<file path="src/rtl/scan_ascii_fifo.sv">
// scan_ascii_fifo: PS/2 key events to ASCII with Shift/Caps tracking, typematic filter and FWFT character queue
module scan_ascii_fifo #(
  parameter int FIFO_AW = 3,
  parameter int UPPER_EN = 1,
  parameter int REPEAT_FILTER = 1
) (
  input  logic             clk,
  input  logic             rst,
  input  logic             code_valid,
  input  logic [9:0]       code,
  input  logic             char_ready,
  output logic             char_valid,
  output logic [7:0]       char,
  output logic [FIFO_AW:0] fifo_count,
  output logic             overflow,
  output logic             shift_state,
  output logic             caps_state
);
  localparam int DEPTH = 1 << FIFO_AW;
  localparam logic [FIFO_AW:0] FULL = (FIFO_AW+1)'(DEPTH);
  localparam logic [FIFO_AW:0] CNT1 = (FIFO_AW+1)'(1);
  localparam logic [FIFO_AW-1:0] PTR1 = FIFO_AW'(1);
  logic [7:0] r_mem [DEPTH];
  logic [FIFO_AW-1:0] r_wp, r_rp;
  logic [FIFO_AW:0] r_count;
  logic r_lsh, r_rsh, r_caps, r_ovf;
  logic r_held_v, r_held_e;
  logic [7:0] r_held_s;
  logic w_ext, w_brk, w_make, w_held_hit, w_shift, w_upper;
  logic w_letter, w_digit, w_push, w_pop, w_full, w_write;
  logic [7:0] w_scan, w_base, w_sym, w_ascii;
  assign w_ext = code[9];
  assign w_brk = code[8];
  assign w_scan = code[7:0];
  assign w_make = code_valid & ~w_brk;
  assign w_held_hit = r_held_v & (r_held_e == w_ext) & (r_held_s == w_scan);
  assign w_shift = r_lsh | r_rsh;
  assign w_upper = (UPPER_EN != 0) & (w_shift ^ r_caps);
  assign w_letter = (w_base >= 8'h61) & (w_base <= 8'h7A);
  assign w_digit = (w_base >= 8'h30) & (w_base <= 8'h39);
  assign w_ascii = (w_letter & w_upper) ? w_base - 8'h20 :
                   (w_digit & (UPPER_EN != 0) & w_shift) ? w_sym : w_base;
  assign w_push = w_make & (w_base != 8'h00) & ~((REPEAT_FILTER != 0) & w_held_hit);
  assign w_pop = (r_count != '0) & char_ready;
  assign w_full = r_count == FULL;
  assign w_write = w_push & (~w_full | w_pop);
  assign char_valid = r_count != '0;
  assign char = char_valid ? r_mem[r_rp] : 8'h00;
  assign fifo_count = r_count;
  assign overflow = r_ovf;
  assign shift_state = w_shift;
  assign caps_state = r_caps;
  // Unshifted lookup; modifiers and unknown codes stay 00 so they never enqueue
  always_comb begin
    w_base = 8'h00;
    if (w_ext) begin
      case (w_scan)
        8'h74: w_base = 8'h1C;
        8'h6B: w_base = 8'h1D;
        8'h75: w_base = 8'h1E;
        8'h72: w_base = 8'h1F;
        default: w_base = 8'h00;
      endcase
    end else begin
      case (w_scan)
        8'h1C: w_base = 8'h61;
        8'h32: w_base = 8'h62;
        8'h21: w_base = 8'h63;
        8'h23: w_base = 8'h64;
        8'h24: w_base = 8'h65;
        8'h2B: w_base = 8'h66;
        8'h34: w_base = 8'h67;
        8'h33: w_base = 8'h68;
        8'h43: w_base = 8'h69;
        8'h3B: w_base = 8'h6A;
        8'h42: w_base = 8'h6B;
        8'h4B: w_base = 8'h6C;
        8'h3A: w_base = 8'h6D;
        8'h31: w_base = 8'h6E;
        8'h44: w_base = 8'h6F;
        8'h4D: w_base = 8'h70;
        8'h15: w_base = 8'h71;
        8'h2D: w_base = 8'h72;
        8'h1B: w_base = 8'h73;
        8'h2C: w_base = 8'h74;
        8'h3C: w_base = 8'h75;
        8'h2A: w_base = 8'h76;
        8'h1D: w_base = 8'h77;
        8'h22: w_base = 8'h78;
        8'h35: w_base = 8'h79;
        8'h1A: w_base = 8'h7A;
        8'h45: w_base = 8'h30;
        8'h16: w_base = 8'h31;
        8'h1E: w_base = 8'h32;
        8'h26: w_base = 8'h33;
        8'h25: w_base = 8'h34;
        8'h2E: w_base = 8'h35;
        8'h36: w_base = 8'h36;
        8'h3D: w_base = 8'h37;
        8'h3E: w_base = 8'h38;
        8'h46: w_base = 8'h39;
        8'h29: w_base = 8'h20;
        8'h5A: w_base = 8'h0D;
        8'h66: w_base = 8'h08;
        8'h76: w_base = 8'h1B;
        default: w_base = 8'h00;
      endcase
    end
  end
  // Shifted digit symbols, indexed by the unshifted digit value
  always_comb begin
    w_sym = 8'h00;
    case (w_base[3:0])
      4'd0: w_sym = 8'h29;
      4'd1: w_sym = 8'h21;
      4'd2: w_sym = 8'h40;
      4'd3: w_sym = 8'h23;
      4'd4: w_sym = 8'h24;
      4'd5: w_sym = 8'h25;
      4'd6: w_sym = 8'h5E;
      4'd7: w_sym = 8'h26;
      4'd8: w_sym = 8'h2A;
      4'd9: w_sym = 8'h28;
      default: w_sym = 8'h00;
    endcase
  end
  // Modifier flags and held key; Caps only toggles on a fresh press
  always_ff @(posedge clk) begin
    if (rst) begin
      r_lsh <= 1'b0;
      r_rsh <= 1'b0;
      r_caps <= 1'b0;
      r_held_v <= 1'b0;
      r_held_e <= 1'b0;
      r_held_s <= 8'h00;
    end else if (code_valid) begin
      if (!w_brk) begin
        if (!w_held_hit) {r_held_v, r_held_e, r_held_s} <= {1'b1, w_ext, w_scan};
        if (!w_ext && w_scan == 8'h12) r_lsh <= 1'b1;
        if (!w_ext && w_scan == 8'h59) r_rsh <= 1'b1;
        if (!w_ext && w_scan == 8'h58 && !w_held_hit) r_caps <= ~r_caps;
      end else begin
        if (w_held_hit) r_held_v <= 1'b0;
        if (!w_ext && w_scan == 8'h12) r_lsh <= 1'b0;
        if (!w_ext && w_scan == 8'h59) r_rsh <= 1'b0;
      end
    end
  end
  // Queue pointers, occupancy and sticky overflow; a full queue accepts a push only alongside a pop
  always_ff @(posedge clk) begin
    if (rst) begin
      r_wp <= '0;
      r_rp <= '0;
      r_count <= '0;
      r_ovf <= 1'b0;
    end else begin
      if (w_write) r_wp <= r_wp + PTR1;
      if (w_pop) r_rp <= r_rp + PTR1;
      r_count <= (w_write & ~w_pop) ? r_count + CNT1 : (~w_write & w_pop) ? r_count - CNT1 : r_count;
      if (w_push & w_full & ~w_pop) r_ovf <= 1'b1;
    end
  end
  // Character storage
  always_ff @(posedge clk) begin
    if (w_write) r_mem[r_wp] <= w_ascii;
  end
endmodule

</file>
<file path="config.mk">
export PLATFORM = sky130hd
export DESIGN_NAME = scan_ascii_fifo
export DESIGN_NICKNAME = d
export VERILOG_FILES = /design/src/rtl/scan_ascii_fifo.sv
export SDC_FILE = /design/constraint.sdc
export NUM_CORES = 1
export LEC_CHECK = 0
export ABC_AREA = 1
export ABC_CLOCK_PERIOD_IN_PS = 3440
export BUFFER_PORTS_ARGS = -buffer_cell sky130_fd_sc_hd__buf_2
export CAP_MARGIN = 30
export CORE_ASPECT_RATIO = 1.1
export CORE_MARGIN = 5
export CORE_UTILIZATION = 38
export CTS_CLUSTER_DIAMETER = 30
export DETAILED_ROUTE_END_ITERATION = 8
export GPL_ROUTABILITY_DRIVEN = 0
export GPL_TIMING_DRIVEN = 0
export PLACE_DENSITY = 0.66
export SLEW_MARGIN = 20
export SYNTH_ARGS = -nofsm -noshare
export SYNTH_HDL_FRONTEND = slang
export SYNTH_SLANG_ARGS = --single-unit
</file>
<file path="constraint.sdc">
create_clock -name clk -period 3.44 [get_ports clk]
set_input_delay 0.172 -clock clk [delete_from_list [all_inputs] [get_ports clk]]
set_output_delay 0.172 -clock clk [all_outputs]
set_load 0.02 [all_outputs]
</file>
Yosys cells after proc, flatten, opt, wreduce, memory -nomap -nowiden
Memory sizes are Yosys's and may differ from the RTL's. A register that Yosys moved wholly into a read port is not among the register bits.
Index checks and enable logic that the tools add are counted.
{ "totals": {"regBits": 24, "ram_bits": 64, "mem_bits_ro": 1008, "input_bits": 14, "out_inout_bits": 16, "elab_cells": 93, "mem_count": 3} }
{ "memory_table": {"columns": ["memory", "depth", "width", "read_ports", "rd_ports_with_merged_regs", "write_ports", "line", "source"], "rows": [
  ["(no name shown)", 128, 7, 1, 0, 0, "65", "case (w_scan)"],
  ["(no name shown)", 16, 7, 1, 0, 0, "113", "case (w_base[3:0])"],
  ["r_mem", 8, 8, 1, 1, 1, "23", "logic [7:0] r_mem [DEPTH];"]
]} }
{ "classes": {"add_sub_neg": 5, "n_lt_le_gt_ge": 4, "eq_ne": 12, "n_mux": 21, "n_bitwise": 24, "n_reduce_logical": 14} }
{ "ops": {"columns": ["cell", "count"], "rows": [
  ["== test 8 x 7 -> 1 bit, second input constant", 6],
  ["two-way mux 8 bit", 5],
  ["one-hot mux 5 bit (4 select lines)", 1],
  ["bitwise AND 1 bit", 15],
  ["two-way mux 1 bit", 11],
  ["AND reduction 3 bit", 3],
  ["== test 8 x 5 -> 1 bit, second input constant", 1],
  ["== test 8 bit", 1],
  [">= comparator 8 x 6 -> 1 bit, second input constant", 1],
  [">= comparator 8 x 7 -> 1 bit, second input constant", 1],
  ["less-or-equal comparator 8 x 6 -> 1 bit, second input constant", 1],
  ["less-or-equal comparator 8 x 7 -> 1 bit, second input constant", 1],
  ["two-way mux 4 bit", 2],
  ["nonzero test 8 bit", 1],
  ["subtractor 8 x 6 -> 8 bit, second input constant", 1],
  ["adder 3 x 1 -> 3 bit, second input constant", 2],
  ["two-way mux 3 bit", 2],
  ["inverter 1 bit", 6],
  ["adder 4 x 1 -> 4 bit, second input constant", 1],
  ["== test 4 bit, second input constant", 1],
  ["logical AND 1 bit", 4],
  ["AND reduction 2 bit", 2],
  ["nonzero test 4 bit", 1],
  ["subtractor 4 x 1 -> 4 bit, second input constant", 1],
  ["7 further kinds", 9]
]} }

Depth between registers and ports, before layout
{ "logic_depth": {"word_depth": 11, "depth_mapped": 26, "mapped_depth_nobuf": 26} }

Worst setup path before layout
Ideal clock, no wire load.
{ "synth_path": {"path_type": "input port to flip-flop", "from": "input port code[1]", "to": "register r_count[3] (netlist: fifo_count[3])", "setup_time_ps": 119, "arrival_ps": 3012, "t_required_ps": 3321, "setup_slack_ps": 309, "stages": 25, "n_path_buf": 0, "cell_sequence": "inv_1 -> ha_1 -> or2_2 -> nand2_1 -> nand2_1 -> nand2_1 -> nand2_1 -> nand3_2 -> nand2_1 -> o21ai_0 -> nand2_1 -> nor2_2 -> nand3_2 -> nand3_2 -> inv_2 -> ha_1 -> inv_1 -> ha_1 -> and3_1 -> a211oi_1 -> nor2_1 -> nor2_1 -> nand2_1 -> o21ai_0 -> a21oi_1"} }
{ "synth_via": {"elab_chain_len": 10, "word_cells_on_any_way": 20, "classes_between": "eq/ne: 5; mux: 4; bitwise: 8; reduce/logical: 2; memory: 1"} }
{ "synth_rtl": {"columns": ["element", "line", "source"], "rows": [
  ["start: declaration", "10", "input logic [9:0] code,"],
  ["memory (128 x 7 bit) or == test 8 x 7 -> 1 bit (tied branches)", null, null],
  ["two-way mux 8 bit or one-hot mux 5 bit (4 select lines) (tied branches)", "65, 57", null],
  ["two-way mux 8 bit", "56", "if (w_ext) begin"],
  ["nonzero test 8 bit", "43", "assign w_push = w_make & (w_base != 8'h00) & ~((REPEAT_FILTER != 0) & w_held_hit);"],
  ["bitwise AND 1 bit", "43", null],
  ["bitwise AND 1 bit (*)", "43", null],
  ["bitwise AND 1 bit (*)", "46", "assign w_write = w_push & (~w_full | w_pop);"],
  ["net w_write", "30", "logic w_letter, w_digit, w_push, w_pop, w_full, w_write;"],
  ["inverter 1 bit", "159", "r_count <= (w_write & ~w_pop) ? r_count + CNT1 : (~w_write & w_pop) ? r_count - CNT1 : r_count;"],
  ["bitwise AND 1 bit", "159", null],
  ["nonzero test 2 bit (no source line)", null, null],
  ["end signal: assignment", "159", null],
  ["end: declaration", "25", "logic [FIFO_AW:0] r_count;"]
]} }
The timed path passes the listed nets; every way through them passes the cells marked *.
A chain may end at the register's enable or synchronous reset.

Final worst setup path
Ends and elaborated chain as after synthesis.

==> results_dict.tcl <==
set metrics [dict create \
    p_sw_uw 1250 \
    dpl.hpwl_um 9160 \
    syn_nets 646 \
    antenna_left 0 \
    postLayoutCoreUtil_pct 43.8 \
    yosys.area_share.simple_pct 25.7 \
    synth_commonest_cells "120 x nand2_1, 101 x nor2_1, 64 x edfxtp_1, 64 x o21ai_0, 49 x inv_1" \
    vias_per_cell 5.31 \
    synth_top_family_by_area "simple AND/OR/NAND/NOR gates" \
    start_util_pct 38.5 \
    grt_pass1_vias 4209 \
    worstSetupPathType "input port to register" \
    cts.sinks 91 \
    nNetsFinal 687 \
    routedWlPerCell_um 15.3 \
    synth_compound_area_share_pct 13.9 \
    ctsRootBufferMaster "clkbuf_16" \
    synth_edf_count 64 \
    swShare_pct 36.6 \
    yosysUniqueCellTypes 39 \
    yosys.area.top_type "edfxtp_1" \
    power-per-cell-area_nw_per_um2 590 \
    grt_pass1_wl_um 20700 \
    cpPeakStageDelay_ns 0.30 \
    ir_drop_mv 0.249 \
    cts_buffers 9 \
    diodes 0 \
    startpoint_type "input port" \
    vias 4375 \
    cts-htree-levels 3 \
    die_y_um 131 \
    fmax_ghz 0.313 \
    status "completed" \
    combPwrFrac_pct 32.7 \
    arrival_ns 3.42 \
    ys_ff_latch 91 \
    clock_power_share_pct 29.2 \
    synth.avg_cell_area_sq_um 8.20 \
    crit_slowest_cell "ha_1" \
    hold_path.class "input port to register" \
    final_cells 824 \
    drt_drc_violations_left 0 \
    synthAdderAreaFrac_pct 3.86 \
    yosysMostFrequentCell "nand2_1" \
    die_w_um 120 \
    crit_top_cell "nand2_1" \
    synthTopCellsByArea "edfxtp_1 38%, dfxtp_1 11%, nand2_1 8.9%" \
    power_uw 3400 \
    rows 44 \
    period_needed_ns 3.19 \
    drive_gt1_share_pct 14.9 \
    cts_tree "done" \
    grt_overflow 0 \
    cts.clk_slew.worst_paths_ns 0.06 \
    core_sq_um 13200 \
    grt_max_degree 17 \
    areaGrowthSynthToFinish_pct 14.0 \
    synth_top_area_share_pct 38.0 \
    synthFlopType "edfxtp_1" \
    clock_latency_ns 0.34 \
    drt_wl_total_um 12600 \
    portBuffers 26 \
    p_seq_share_pct 38.1 \
    initialDrtViolationCount 281 \
    relSlewSlack_pct 42.2 \
    firstDrtPassIters 5 \
    grt_use_total_pct 16.5 \
    ys_warn_count 0 \
    async_flop_share_pct 0 \
    place_inst 804 \
    p_leak_uw 0.00233 \
    max_cap_violations 0 \
    intPower_uw 2160 \
    antenna_found_initial 0 \
    holdWs_ns 0.0938 \
    synth_seq_area_share_pct 48.6 \
    crit_required_ns 3.67 \
    crit_path_end_kind "register" \
    synth_xor_area_share_pct 1.38 \
    finalSetupViolCount 0 \
    period_share_pct 92.9 \
    drv_slew 0 \
    synthCells 617 \
    syn_area_sq_um 5060 \
    crit_fanout 9 \
    synthMuxAreaShare_pct 0 \
    die_area_sq_um 15700 \
    skew_ns 0.0109 \
    cts_buffer_depth 2 \
    finalHoldViolCount 0 \
    tightest_slew_ns 0.864 \
    ioPinCount 30 \
]
## flip-flops by register name, indices dropped and copies added, names as in the netlist, named ones only
name        count
overflow        1
fifo_count      4
r_held_e        1
r_rsh           1
r_mem          64
r_held_s        8
r_rp            3
r_lsh           1
caps_state      1
r_wp            3
r_held_v        1
## critical path: cells and delay by family
kind | cells | cell delay [ns]
compound gates | 4 | 0.47
simple gates | 15 | 1.57
fa+ha+maj | 3 | 0.78
buf+inv | 4 | 0.42
## final cells by class
class                           instances  area (sq um)
Multi-Input combinational cell        449          2310
Clock inverter                          6          71.3
Fill cell                            1273          7390
Tap cell                              161           201
Buffer                                 19           115
Clock buffer                           10           229
Timing Repair Buffer                   30           165
Inverter                               58           218
Sequential cell                        91          2460
## layer usage
metal | track usage (%) | vias up | part of all wire [%]
li1 | - | 2181 | -
met2 | 30.4 | 153 | 51
met1 | 19.3 | 2014 | 42
met5 | 0 | - | 0
met4 | 4.92 | 0 | 2.2
met3 | 3.69 | 27 | 5.3
## power groups by stage
stage | sequential [uW] | combinational, uW | clock, uW
6_report | 1300 | 1110 | 993
5_1_grt | 1310 | 1240 | 1050
4_1_cts | 1300 | 1090 | 1010
3_5_place_dp | 1320 | 1090 | 0
3_3_place_gp | 1320 | 1060 | 0
2_1_floorplan | 1330 | 721 | 0
## per-stage QoR
stage | area, sq um | setup WS [ns] | TNS [ns]
finish | 5770 | 0.245 | 0
global route | 5770 | -0.00528 | -0.00528
CTS | 5690 | 0.0154 | 0
detailed placement | 5390 | -0.386 | -0.386
global placement | 5390 | -0.279 | -0.279
floorplan | 5060 | 0.309 | 0
## cell families (layout without fill, tap and decap cells)
group	Yosys count	after routing
adders and majority gates	15	15
AOI/OAI and AO/OA	129	129
xor gates and xnor gates	8	8
buffers and inverters	77	123
and+or+nand+nor	297	297
DFF	91	91
## timing repair
item	CTS	global route
endpoints found under the setup margin	1	1
hold buffers	0	0
setup buffers	0	4
resized for setup	1	15
endpoints found under the hold margin	0	0
pin swaps	0	1
## layout by cell type, fill, tap and decap left out, types with 11 or more instances in the layout
cell	synthesis	routed
a21oi_1	33	32
buf_2	2	26
clkbuf_1	10	11
dfxtp_1	27	27
edfxtp_1	64	64
ha_1	14	12
inv_1	49	46
inv_2	8	11
nand2_1	120	118
nand2_2	9	11
nand3_1	37	37
nor2_1	101	101
o21ai_0	64	62
## worst paths after layout
check                            from                         end  slack (ns)  cells past startpoint
max                           code[1]  fifo_count[3]$_SDFFE_PP0P_        0.25                     26
min                               rst       overflow$_SDFFE_PP0P_        0.09                      2
max reg2reg  r_held_s[1]$_SDFFE_PP0P_  fifo_count[3]$_SDFFE_PP0P_        0.51                     19
min reg2reg        r_lsh$_SDFFE_PP0P_          r_lsh$_SDFFE_PP0P_        0.45                      2
Power figures use the tool's default switching activity.
